$ cat src/rtl/mips_div_iter_pkg.sv
// mips_div_pkg: shared definitions for the iterative MIPS divider.
//   - div_state_e : divider FSM encodings (IDLE/BUSY/FIX/DONE)
//   - calc_iter() : number of BUSY cycles for a given width and radix
//   - twos_mag()  : conditional two's-complement negation (magnitude helper)
// Helpers work on MAX_W-bit values; callers cast to their own width.
package mips_div_pkg;

  typedef enum logic [1:0] {
    ST_IDLE = 2'd0,
    ST_BUSY = 2'd1,
    ST_FIX  = 2'd2,
    ST_DONE = 2'd3
  } div_state_e;

  localparam int MAX_W = 64;

  // One BUSY cycle retires step quotient bits.
  function automatic int calc_iter(input int width, input int step);
    return width / step;
  endfunction

  // Returns -value when neg is set, value otherwise. Used both for taking
  // operand magnitudes and for restoring result signs.
  function automatic logic [MAX_W-1:0] twos_mag(input logic [MAX_W-1:0] value,
                                                input logic neg);
    return neg ? (~value + MAX_W'(1)) : value;
  endfunction

endpackage

$ cat src/rtl/mips_div_iter_step.sv
// mips_div_step: one combinational restoring-division step.
// Ports:
//   rem_i     in  W  partial remainder before the step
//   bit_i     in  1  next dividend bit shifted into the remainder
//   divisor_i in  W  divisor magnitude
//   rem_o     out W  partial remainder after the step
//   qbit_o    out 1  quotient bit produced by this step
module mips_div_step
  import mips_div_pkg::*;
#(
  parameter int DATA_WIDTH = 32
) (
  input  logic [DATA_WIDTH-1:0] rem_i,
  input  logic                  bit_i,
  input  logic [DATA_WIDTH-1:0] divisor_i,
  output logic [DATA_WIDTH-1:0] rem_o,
  output logic                  qbit_o
);

  logic [DATA_WIDTH:0] trial;

  // rem_i is always below the divisor, so W+1 bits hold the shifted
  // remainder and the sign of the trial difference is exact.
  always_comb begin
    trial  = {rem_i, bit_i} - {1'b0, divisor_i};
    qbit_o = ~trial[DATA_WIDTH];
    rem_o  = qbit_o ? trial[DATA_WIDTH-1:0] : {rem_i[DATA_WIDTH-2:0], bit_i};
  end

endmodule

$ cat src/rtl/mips_div_iter.sv
// mips_div_iter: iterative signed/unsigned divider for the OpenMIPS EX stage.
// Operands are captured at accept; STEP_BITS quotient bits are retired per
// cycle by a chain of mips_div_step instances. Result layout is HI/LO:
// {remainder, quotient}. Quotient truncates toward zero, remainder takes the
// dividend's sign.
// Optional macro MIPS_DIV_FAST_EN: when |op1| < |op2| the result
// {op1, 0} is produced directly without iterating.
// Ports:
//   clk, rst_n     clock, asynchronous active-low reset
//   signed_div_i   1 = two's-complement divide, 0 = unsigned
//   opdata1_i      dividend (sampled at accept)
//   opdata2_i      divisor (sampled at accept)
//   start_i        request, accepted when start_i && ready_o && !annul_i
//   annul_i        abort an in-flight divide
//   ready_o        idle, can accept
//   result_o       {remainder, quotient}, held until the next accept
//   valid_o        single-cycle result strobe
//   dbz_o          divide-by-zero flag, qualified by valid_o
module mips_div_iter
  import mips_div_pkg::*;
#(
  parameter int DATA_WIDTH = 32,
  parameter int STEP_BITS  = 1,
  parameter int CNT_WIDTH  = 6
) (
  input  logic                    clk,
  input  logic                    rst_n,
  input  logic                    signed_div_i,
  input  logic [DATA_WIDTH-1:0]   opdata1_i,
  input  logic [DATA_WIDTH-1:0]   opdata2_i,
  input  logic                    start_i,
  input  logic                    annul_i,
  output logic                    ready_o,
  output logic [2*DATA_WIDTH-1:0] result_o,
  output logic                    valid_o,
  output logic                    dbz_o
);

  localparam int ITER = calc_iter(DATA_WIDTH, STEP_BITS);
  localparam logic [CNT_WIDTH-1:0] LAST_CNT = CNT_WIDTH'(ITER - 1);

  div_state_e                  state_q, state_d;
  logic [CNT_WIDTH-1:0]        cnt_q, cnt_d;
  logic [DATA_WIDTH-1:0]       rem_q, rem_d;
  logic [DATA_WIDTH-1:0]       quo_q, quo_d;
  logic [DATA_WIDTH-1:0]       div_q, div_d;
  logic                        sign1_q, sign1_d;
  logic                        sign2_q, sign2_d;
  logic [2*DATA_WIDTH-1:0]     result_q, result_d;
  logic                        dbz_q, dbz_d;

  logic                        accept;
  logic [DATA_WIDTH-1:0]       op1Mag, op2Mag;
  logic [DATA_WIDTH-1:0]       remFix, quoFix;
  logic [DATA_WIDTH-1:0]       remChain [STEP_BITS+1];
  logic [DATA_WIDTH-1:0]       shChain  [STEP_BITS+1];
  logic [STEP_BITS-1:0]        qbitChain;

  assign accept = start_i && (state_q == ST_IDLE) && !annul_i;

  assign op1Mag = DATA_WIDTH'(twos_mag(MAX_W'(opdata1_i),
                                       signed_div_i & opdata1_i[DATA_WIDTH-1]));
  assign op2Mag = DATA_WIDTH'(twos_mag(MAX_W'(opdata2_i),
                                       signed_div_i & opdata2_i[DATA_WIDTH-1]));

  // Sign flags are only ever set in signed mode, so unsigned results pass
  // through FIX untouched.
  assign remFix = DATA_WIDTH'(twos_mag(MAX_W'(rem_q), sign1_q));
  assign quoFix = DATA_WIDTH'(twos_mag(MAX_W'(quo_q), sign1_q ^ sign2_q));

  // quo_q is a shared shift register: dividend bits leave at the top while
  // quotient bits enter at the bottom, so after ITER cycles it holds |q|.
  assign remChain[0] = rem_q;
  assign shChain[0]  = quo_q;

  for (genvar k = 0; k < STEP_BITS; k++) begin : g_step
    mips_div_step #(
      .DATA_WIDTH(DATA_WIDTH)
    ) u_step (
      .rem_i    (remChain[k]),
      .bit_i    (shChain[k][DATA_WIDTH-1]),
      .divisor_i(div_q),
      .rem_o    (remChain[k+1]),
      .qbit_o   (qbitChain[k])
    );
    assign shChain[k+1] = {shChain[k][DATA_WIDTH-2:0], qbitChain[k]};
  end

  always_ff @(posedge clk or negedge rst_n) begin
    if (!rst_n) begin
      state_q  <= ST_IDLE;
      cnt_q    <= '0;
      rem_q    <= '0;
      quo_q    <= '0;
      div_q    <= '0;
      sign1_q  <= 1'b0;
      sign2_q  <= 1'b0;
      result_q <= '0;
      dbz_q    <= 1'b0;
    end else begin
      state_q  <= state_d;
      cnt_q    <= cnt_d;
      rem_q    <= rem_d;
      quo_q    <= quo_d;
      div_q    <= div_d;
      sign1_q  <= sign1_d;
      sign2_q  <= sign2_d;
      result_q <= result_d;
      dbz_q    <= dbz_d;
    end
  end

  always_comb begin
    state_d  = state_q;
    cnt_d    = cnt_q;
    rem_d    = rem_q;
    quo_d    = quo_q;
    div_d    = div_q;
    sign1_d  = sign1_q;
    sign2_d  = sign2_q;
    result_d = result_q;
    dbz_d    = dbz_q;
    ready_o  = 1'b0;
    valid_o  = 1'b0;

    unique case (state_q)
      ST_IDLE: begin
        ready_o = 1'b1;
        if (accept) begin
          sign1_d = signed_div_i & opdata1_i[DATA_WIDTH-1];
          sign2_d = signed_div_i & opdata2_i[DATA_WIDTH-1];
          if (opdata2_i == '0) begin
            result_d = '0;
            dbz_d    = 1'b1;
            state_d  = ST_DONE;
          end
`ifdef MIPS_DIV_FAST_EN
          // Quotient is zero and the dividend is already the signed remainder.
          else if (op1Mag < op2Mag) begin
            result_d = {opdata1_i, {DATA_WIDTH{1'b0}}};
            dbz_d    = 1'b0;
            state_d  = ST_DONE;
          end
`endif
          else begin
            rem_d   = '0;
            quo_d   = op1Mag;
            div_d   = op2Mag;
            cnt_d   = '0;
            dbz_d   = 1'b0;
            state_d = ST_BUSY;
          end
        end
      end
      ST_BUSY: begin
        if (annul_i) begin
          state_d = ST_IDLE;
        end else begin
          rem_d = remChain[STEP_BITS];
          quo_d = shChain[STEP_BITS];
          cnt_d = cnt_q + 1'b1;
          if (cnt_q == LAST_CNT) begin
            state_d = ST_FIX;
          end
        end
      end
      ST_FIX: begin
        if (annul_i) begin
          state_d = ST_IDLE;
        end else begin
          result_d = {remFix, quoFix};
          state_d  = ST_DONE;
        end
      end
      ST_DONE: begin
        valid_o = 1'b1;
        state_d = ST_IDLE;
      end
      default: begin
        state_d = ST_IDLE;
      end
    endcase
  end

  assign result_o = result_q;
  assign dbz_o    = dbz_q;

endmodule
$ cat config.mk
export PLATFORM = sky130hd
export DESIGN_NAME = mips_div_iter
export DESIGN_NICKNAME = d
export VERILOG_FILES = /design/src/rtl/mips_div_iter_pkg.sv /design/src/rtl/mips_div_iter_step.sv /design/src/rtl/mips_div_iter.sv
export SDC_FILE = /design/constraint.sdc
export NUM_CORES = 1
export LEC_CHECK = 0
export BUFFER_PORTS_ARGS = -buffer_cell sky130_fd_sc_hd__buf_4
export CAP_MARGIN = 20
export CORE_MARGIN = 2
export CORE_UTILIZATION = 38
export CTS_BUF_LIST = sky130_fd_sc_hd__clkbuf_16
export DETAILED_ROUTE_END_ITERATION = 16
export HOLD_SLACK_MARGIN = 0.02
export PLACE_DENSITY = 0.56
export SLEW_MARGIN = 20
export SYNTH_ARGS = -nofsm -noshare
export SYNTH_HDL_FRONTEND = slang
export SYNTH_SLANG_ARGS = --single-unit
$ cat constraint.sdc
create_clock -name clk -period 4.9 [get_ports clk]
set_input_delay 0.245 -clock clk [delete_from_list [all_inputs] [get_ports clk]]
set_output_delay 0.245 -clock clk [all_outputs]
set_load 0.05 [all_outputs]
# After elaboration in Yosys (flattened, before gate mapping)
# Cells that the tools add are included.
[word_totals]
input_bits = 69
out_inout_bits = 67
register_bits = 171
[classes]
mux = 30
n_reduce_logical = 12
add_sub_neg = 6
eq_ne = 10
bitwise_logic = 9
[ops]
columns = ["cell", "count"]
rows = [
  ["32-bit two-way mux", 11],
  ["64-bit two-way mux", 3],
  ["32-bit by 1-bit adder with 32-bit output, second input constant", 4],
  ["32-bit inverter", 4],
  ["32-bit one-hot mux with 2 select lines", 2],
  ["64-bit one-hot mux with 2 select lines", 1],
  ["33-bit by 32-bit subtractor with 33-bit output", 1],
  ["32-bit logical NOT", 1],
  ["6-bit two-way mux", 3],
  ["6-bit one-hot mux with 2 select lines", 1],
  ["2-bit two-way mux", 5],
  ["2-bit inequality test, second input constant", 4],
  ["2-bit one-hot mux with 4 select lines", 1],
  ["4-bit AND reduction", 2],
  ["6-bit by 1-bit adder with 6-bit output, second input constant", 1],
  ["6-bit by 5-bit equality test with 1-bit output, second input constant", 1],
  ["2-bit equality test, second input constant", 2],
  ["2-bit AND reduction", 2],
  ["2-bit nonzero test", 2],
  ["1-bit two-way mux", 3],
  ["3-bit inequality test, second input constant", 1],
  ["3-bit AND reduction", 1],
  ["1-bit bitwise AND", 2],
  ["2-bit by 1-bit equality test with 1-bit output, second input constant", 1],
  ["other kinds (6)", 8],
]

# Longest topological paths before layout
[depth]
word_depth = 6
ltp_mapped = 13

# Hierarchy
# From an unflattened synthesis, not the netlist that was laid out.
[unflattened]
hier_cells = 1256
area_unflattened_um2 = 11549.8
[modules_own_cells]
columns = ["mod", "seq_area_each_um2", "cells_per_inst", "area_each_um2", "n_inst"]
rows = [
  ["mips_div_iter", 4279.1, 951, 9191.3, 1],
  ["mips_div_step", 0.0, 305, 2358.5, 1],
]

# Worst setup path after synthesis
# OpenSTA, ideal clock, no wires.
[synth_path]
path_kind = "reg2reg"
start = "register rem_q[10]"
end = "register result_q[58], in the netlist result_o[58]"
t_required_ps = 4770
n_path_buf = 0
synth_period_minus_slack_ps = 3210
path_slack_ps = 1690
t_arrival_ps = 3081
stages_incl_launch_ff = 9
cell_sequence = "dfrtp_1 -> or4_4 -> or3_1 -> or3_4 -> or4_4 -> or4_4 -> o31ai_1 -> xor2_1 -> o21ai_1"
[synth_via]
elab_chain_cells = 5
[synth_rtl]
columns = ["item", "line_no", "text"]
rows = [
  ["from (decl)", "mips_div_iter.sv:44", "logic [DATA_WIDTH-1:0] rem_q, rem_d;"],
  ["from (signal assigned)", "mips_div_iter.sv:103", "rem_q <= rem_d;"],
  ["32-bit inverter", "mips_div_iter_pkg.sv:26", "return neg ? (~value + MAX_W'(1)) : value;"],
  ["32-bit by 1-bit adder with 32-bit output", "mips_div_iter_pkg.sv:26", ""],
  ["32-bit two-way mux", "mips_div_iter_pkg.sv:26", ""],
  ["64-bit two-way mux", "mips_div_iter.sv:168", "if (annul_i) begin"],
  ["64-bit one-hot mux with 2 select lines", "mips_div_iter.sv:126", "unique case (state_q)"],
  ["to (signal assigned)", "mips_div_iter.sv:108", "result_q <= result_d;"],
  ["to (decl)", "mips_div_iter.sv:49", "logic [2*DATA_WIDTH-1:0] result_q, result_d;"],
]
# No other way between the ends. The select of a mux whose other input is x is not followed.
# A chain may end at the register's enable or synchronous reset.

# Worst setup path after layout
[layout_path]
start = "register rem_q[9]"
end = "register rem_q[12]"
[layout_via]
elab_chain_cells = 4
[layout_rtl]
columns = ["item", "line_no", "text"]
rows = [
  ["33-bit by 32-bit subtractor with 33-bit output", "mips_div_iter_step.sv:25", "trial = {rem_i, bit_i} - {1'b0, divisor_i};"],
  ["32-bit two-way mux", "mips_div_iter_step.sv:27", "rem_o = qbit_o ? trial[DATA_WIDTH-1:0] : {rem_i[DATA_WIDTH-2:0], bit_i};"],
  ["32-bit two-way mux", "mips_div_iter.sv:156", "if (annul_i) begin"],
  ["32-bit one-hot mux with 2 select lines", "mips_div_iter.sv:126", ""],
]
# No other way between the ends. The select of a mux whose other input is x is not followed.

==> results.yml <==
cells_and_area:
  diodes: 0
  drive_gt1_share_pct: 13.7
  final_nets: 1544
  syn_to_final_growth_pct: 18.7
timing:
  finalCritPeriodShare_pct: 71.9
  slew_headroom_pct: 30.3
  fin_worst_skew_ps: 12.9
  setup_viol: 0
  fin_setup_tns_ps: 0
  worstMarginPinSlew_ps: 1040
  slew_violations: 0
  rsz0062_at_grt: "false"
  hold_viol_final: 0
  fin_crit_ps: 3520
  fmax_mhz: 284
power_and_ir_drop:
  cellLeakagePower_uw: 0.00589
  finalPower_uw: 6790
  seqPwrFrac_pct: 30.7
  clkPwrFrac_pct: 22.6
  combPwrFrac_pct: 46.7
  p_per_area_nw_per_um2: 517
  switching_power_uw: 2930
  ir_drop_mv: 0.250
  p_sw_share_pct: 43.1
  p_int_uw: 3870
die:
  dieArea_sq_um: 30500
  core-area_sq_um: 28700
  fp-row-count: 62
  fp.dieH_um: 175
  initial_utilization_pct: 38.6
  die_w_um: 175
  io_pins: 136
run:
  maxCapViolCount: 0
logic_synthesis:
  synth-edff-count: 0
  synth_cell_types: 62
  synth_seq_cells: 171
  synthTopCellsByArea: "dfrtp_1 39%, xor2_1 7.1%, nand2_1 7.1%"
  synth_top_area_cell: "dfrtp_1"
  async_reset_ff_share_pct: 100
  yosys.area.top_type_share_pct: 38.7
  syn-num-nets: 1444
  synth_ff_type: "dfrtp_1"
  ys_seq_area_share_pct: 38.7
  ys_warn_count: 0
  netlist_area_sq_um: 11100
  syn-mean-instance-area_sq_um: 8.28
  synthTopCellsByCount: "208 x nand2_1, 171 x dfrtp_1, 106 x a21oi_1"
  syn_inst: 1337
  yosysMostFrequentCell: "nand2_1"
hold_path:
  hp-class: "input port to flip-flop"
  min_to: "div_q[31]$_DFFE_PN0P_"
  min_from: "opdata2_i[31]"
  whs_path_depth: 2
run_status:
  outcome: "completed"
clocking:
  h-tree-depth: 4
  clk-insertion-delay-late_ps: 440
  post_cts_buffers: 0
  cts_num_sinks: 171
  max-clock-path-buffers: 2
  cts_tree: "yes"
  ctsHoldBuffers: 2
  numCtsBuffers: 17
  cts_repair_resize_count: 0
  clk_pin_slew_ps: 70
  cts_root_buf: "clkbuf_16"
placed_design:
  gp_congestion: 0.923
  dp_hpwl_um: 21800
  io_buffers: 135
global_routing:
  grt_max_degree: 93
  grt_overflow: 0
  antenna_found_initial: 0
  grt_usage_pct: 19.8
  grt_pass1_wl_um: 49000
  grt_pass1_vias: 9164
drt:
  totalWireLength_um: 29600
  avgRoutedWirePerCell_um: 16.1
  drc: 0
  drt_first_pass_iters: 5
  vias_per_cell: 5.25
  ant_nets: 0
  drt-initial-drc-count: 852
  num_vias: 9625
critical_path:
  crit_start: "rem_q[9]$_DFFE_PN0P_"
  r2r_start: "rem_q[9]$_DFFE_PN0P_"
  required_ps: 5240
  reg2reg_slack_ps: 1380
  cpMostUsedCell: "a21oi_1"
  cp_num_buf_inv: 1
  slowest_delay_ps: 530
  cp-end-kind: "flip-flop"
  reg2reg_depth: 11
  cp_max_fo: 44
  critPathTopFamily: "compound AO/OA/AOI/OAI gates"
  crit_arrival_ps: 3860
  critPathKind: "flip-flop to flip-flop"
  critPathLaunchType: "flip-flop"
  path_cells: "ha_1 -> a21oi_1 -> a21boi_0 -> a2111o_1 -> o21ai_1 -> a21oi_1 -> a31oi_1 -> xor2_2 -> buf_4 -> or4_1 -> o311ai_1"
  slowest_stage: "or4_1"
  regToRegEndpoint: "rem_q[12]$_DFFE_PN0P_"
power groups by stage:
| stage | combinational, uW | clock [uW] | sequential [uW] |
|---|---|---|---|
| 2_1_floorplan | 2310 | 0 | 2060 |
| 3_3_place_gp | 3130 | 0 | 2100 |
| 3_5_place_dp | 3130 | 0 | 2110 |
| 4_1_cts | 3150 | 1570 | 2080 |
| 5_1_grt | 3520 | 1630 | 2140 |
| 6_report | 3170 | 1540 | 2090 |
worst max-delay path by stage:
stage	end	slack, ps	cells after the start
2_1_floorplan	result_o[58]$_DFFE_PN0P_	1690	8
3_3_place_gp	rem_q[12]$_DFFE_PN0P_	1560	11
3_5_place_dp	rem_q[12]$_DFFE_PN0P_	1430	11
4_1_cts	rem_q[12]$_DFFE_PN0P_	1410	11
5_1_grt	rem_q[12]$_DFFE_PN0P_	1150	12
6_report	rem_q[12]$_DFFE_PN0P_	1380	11
state kept, by name, indices dropped and copies added (netlist names):
| name | count |
|---|---|
| result_o | 64 |
| div_q | 32 |
| quo_q | 32 |
| rem_q | 32 |
| cnt_q | 6 |
| state_q | 2 |
| dbz_o | 1 |
| sign1_q | 1 |
| sign2_q | 1 |
stage by stage:
stage / hold slack, ps / utilization [%] / std cells / cell area, sq um / setup WS, ps
after floorplan: -50.6 / - / 1337 / 11100 / 1690
after global placement: 361 / 43.4 / 1800 / 12500 / 1560
after global routing: 52.9 / 45.8 / 1834 / 13100 / 1150
after detailed placement: 374 / 43.4 / 1800 / 12500 / 1430
after CTS: 42.0 / 45.8 / 1834 / 13100 / 1410
final: 63.1 / 45.8 / 1834 / 13100 / 1380
cell usage in the layout, fill, tap and decap left out, types with 35 or more instances in the layout:
cell type,netlist,routed
a21oi_1,106,106
buf_4,0,149
dfrtp_1,171,171
ha_1,37,37
inv_1,53,53
nand2_1,208,208
nand3_1,35,35
nor2_1,86,84
o21ai_0,58,58
o21ai_1,95,95
o31ai_1,55,55
xnor2_1,58,58
xor2_1,90,89
kinds of logic after synthesis:
| family | count (synthesis) | share of synthesized area, % |
|---|---|---|
| and+or+nand+nor | 441 | 18.1 |
| buffers and inverters | 125 | 4.25 |
| adders and majority gates | 38 | 4.36 |
| muxes | 6 | 0.543 |
| xor gates and xnor gates | 148 | 11.7 |
| DFF | 171 | 38.7 |
| AOI/OAI and AO/OA | 408 | 22.3 |
metal layers:
metal / GRT usage (%) / vias to the layer above / wire (um)
li1: - / 4927 / -
met1: 31.4 / 4456 / 16100
met2: 28.1 / 225 / 12000
met3: 2.74 / 17 / 1250
met4: 4.69 / 0 / 231
met5: 0 / - / 0
cell type report:
class / instances / area, sq um
Clock buffer: 17 / 425
Tap cell: 384 / 480
Fill cell: 2870 / 15600
Clock inverter: 15 / 235
Multi-Input combinational cell: 1041 / 6350
Sequential cell: 171 / 4280
Inverter: 53 / 199
Timing Repair Buffer: 153 / 1170
Note: power is estimated with default switching activity, not from simulation.
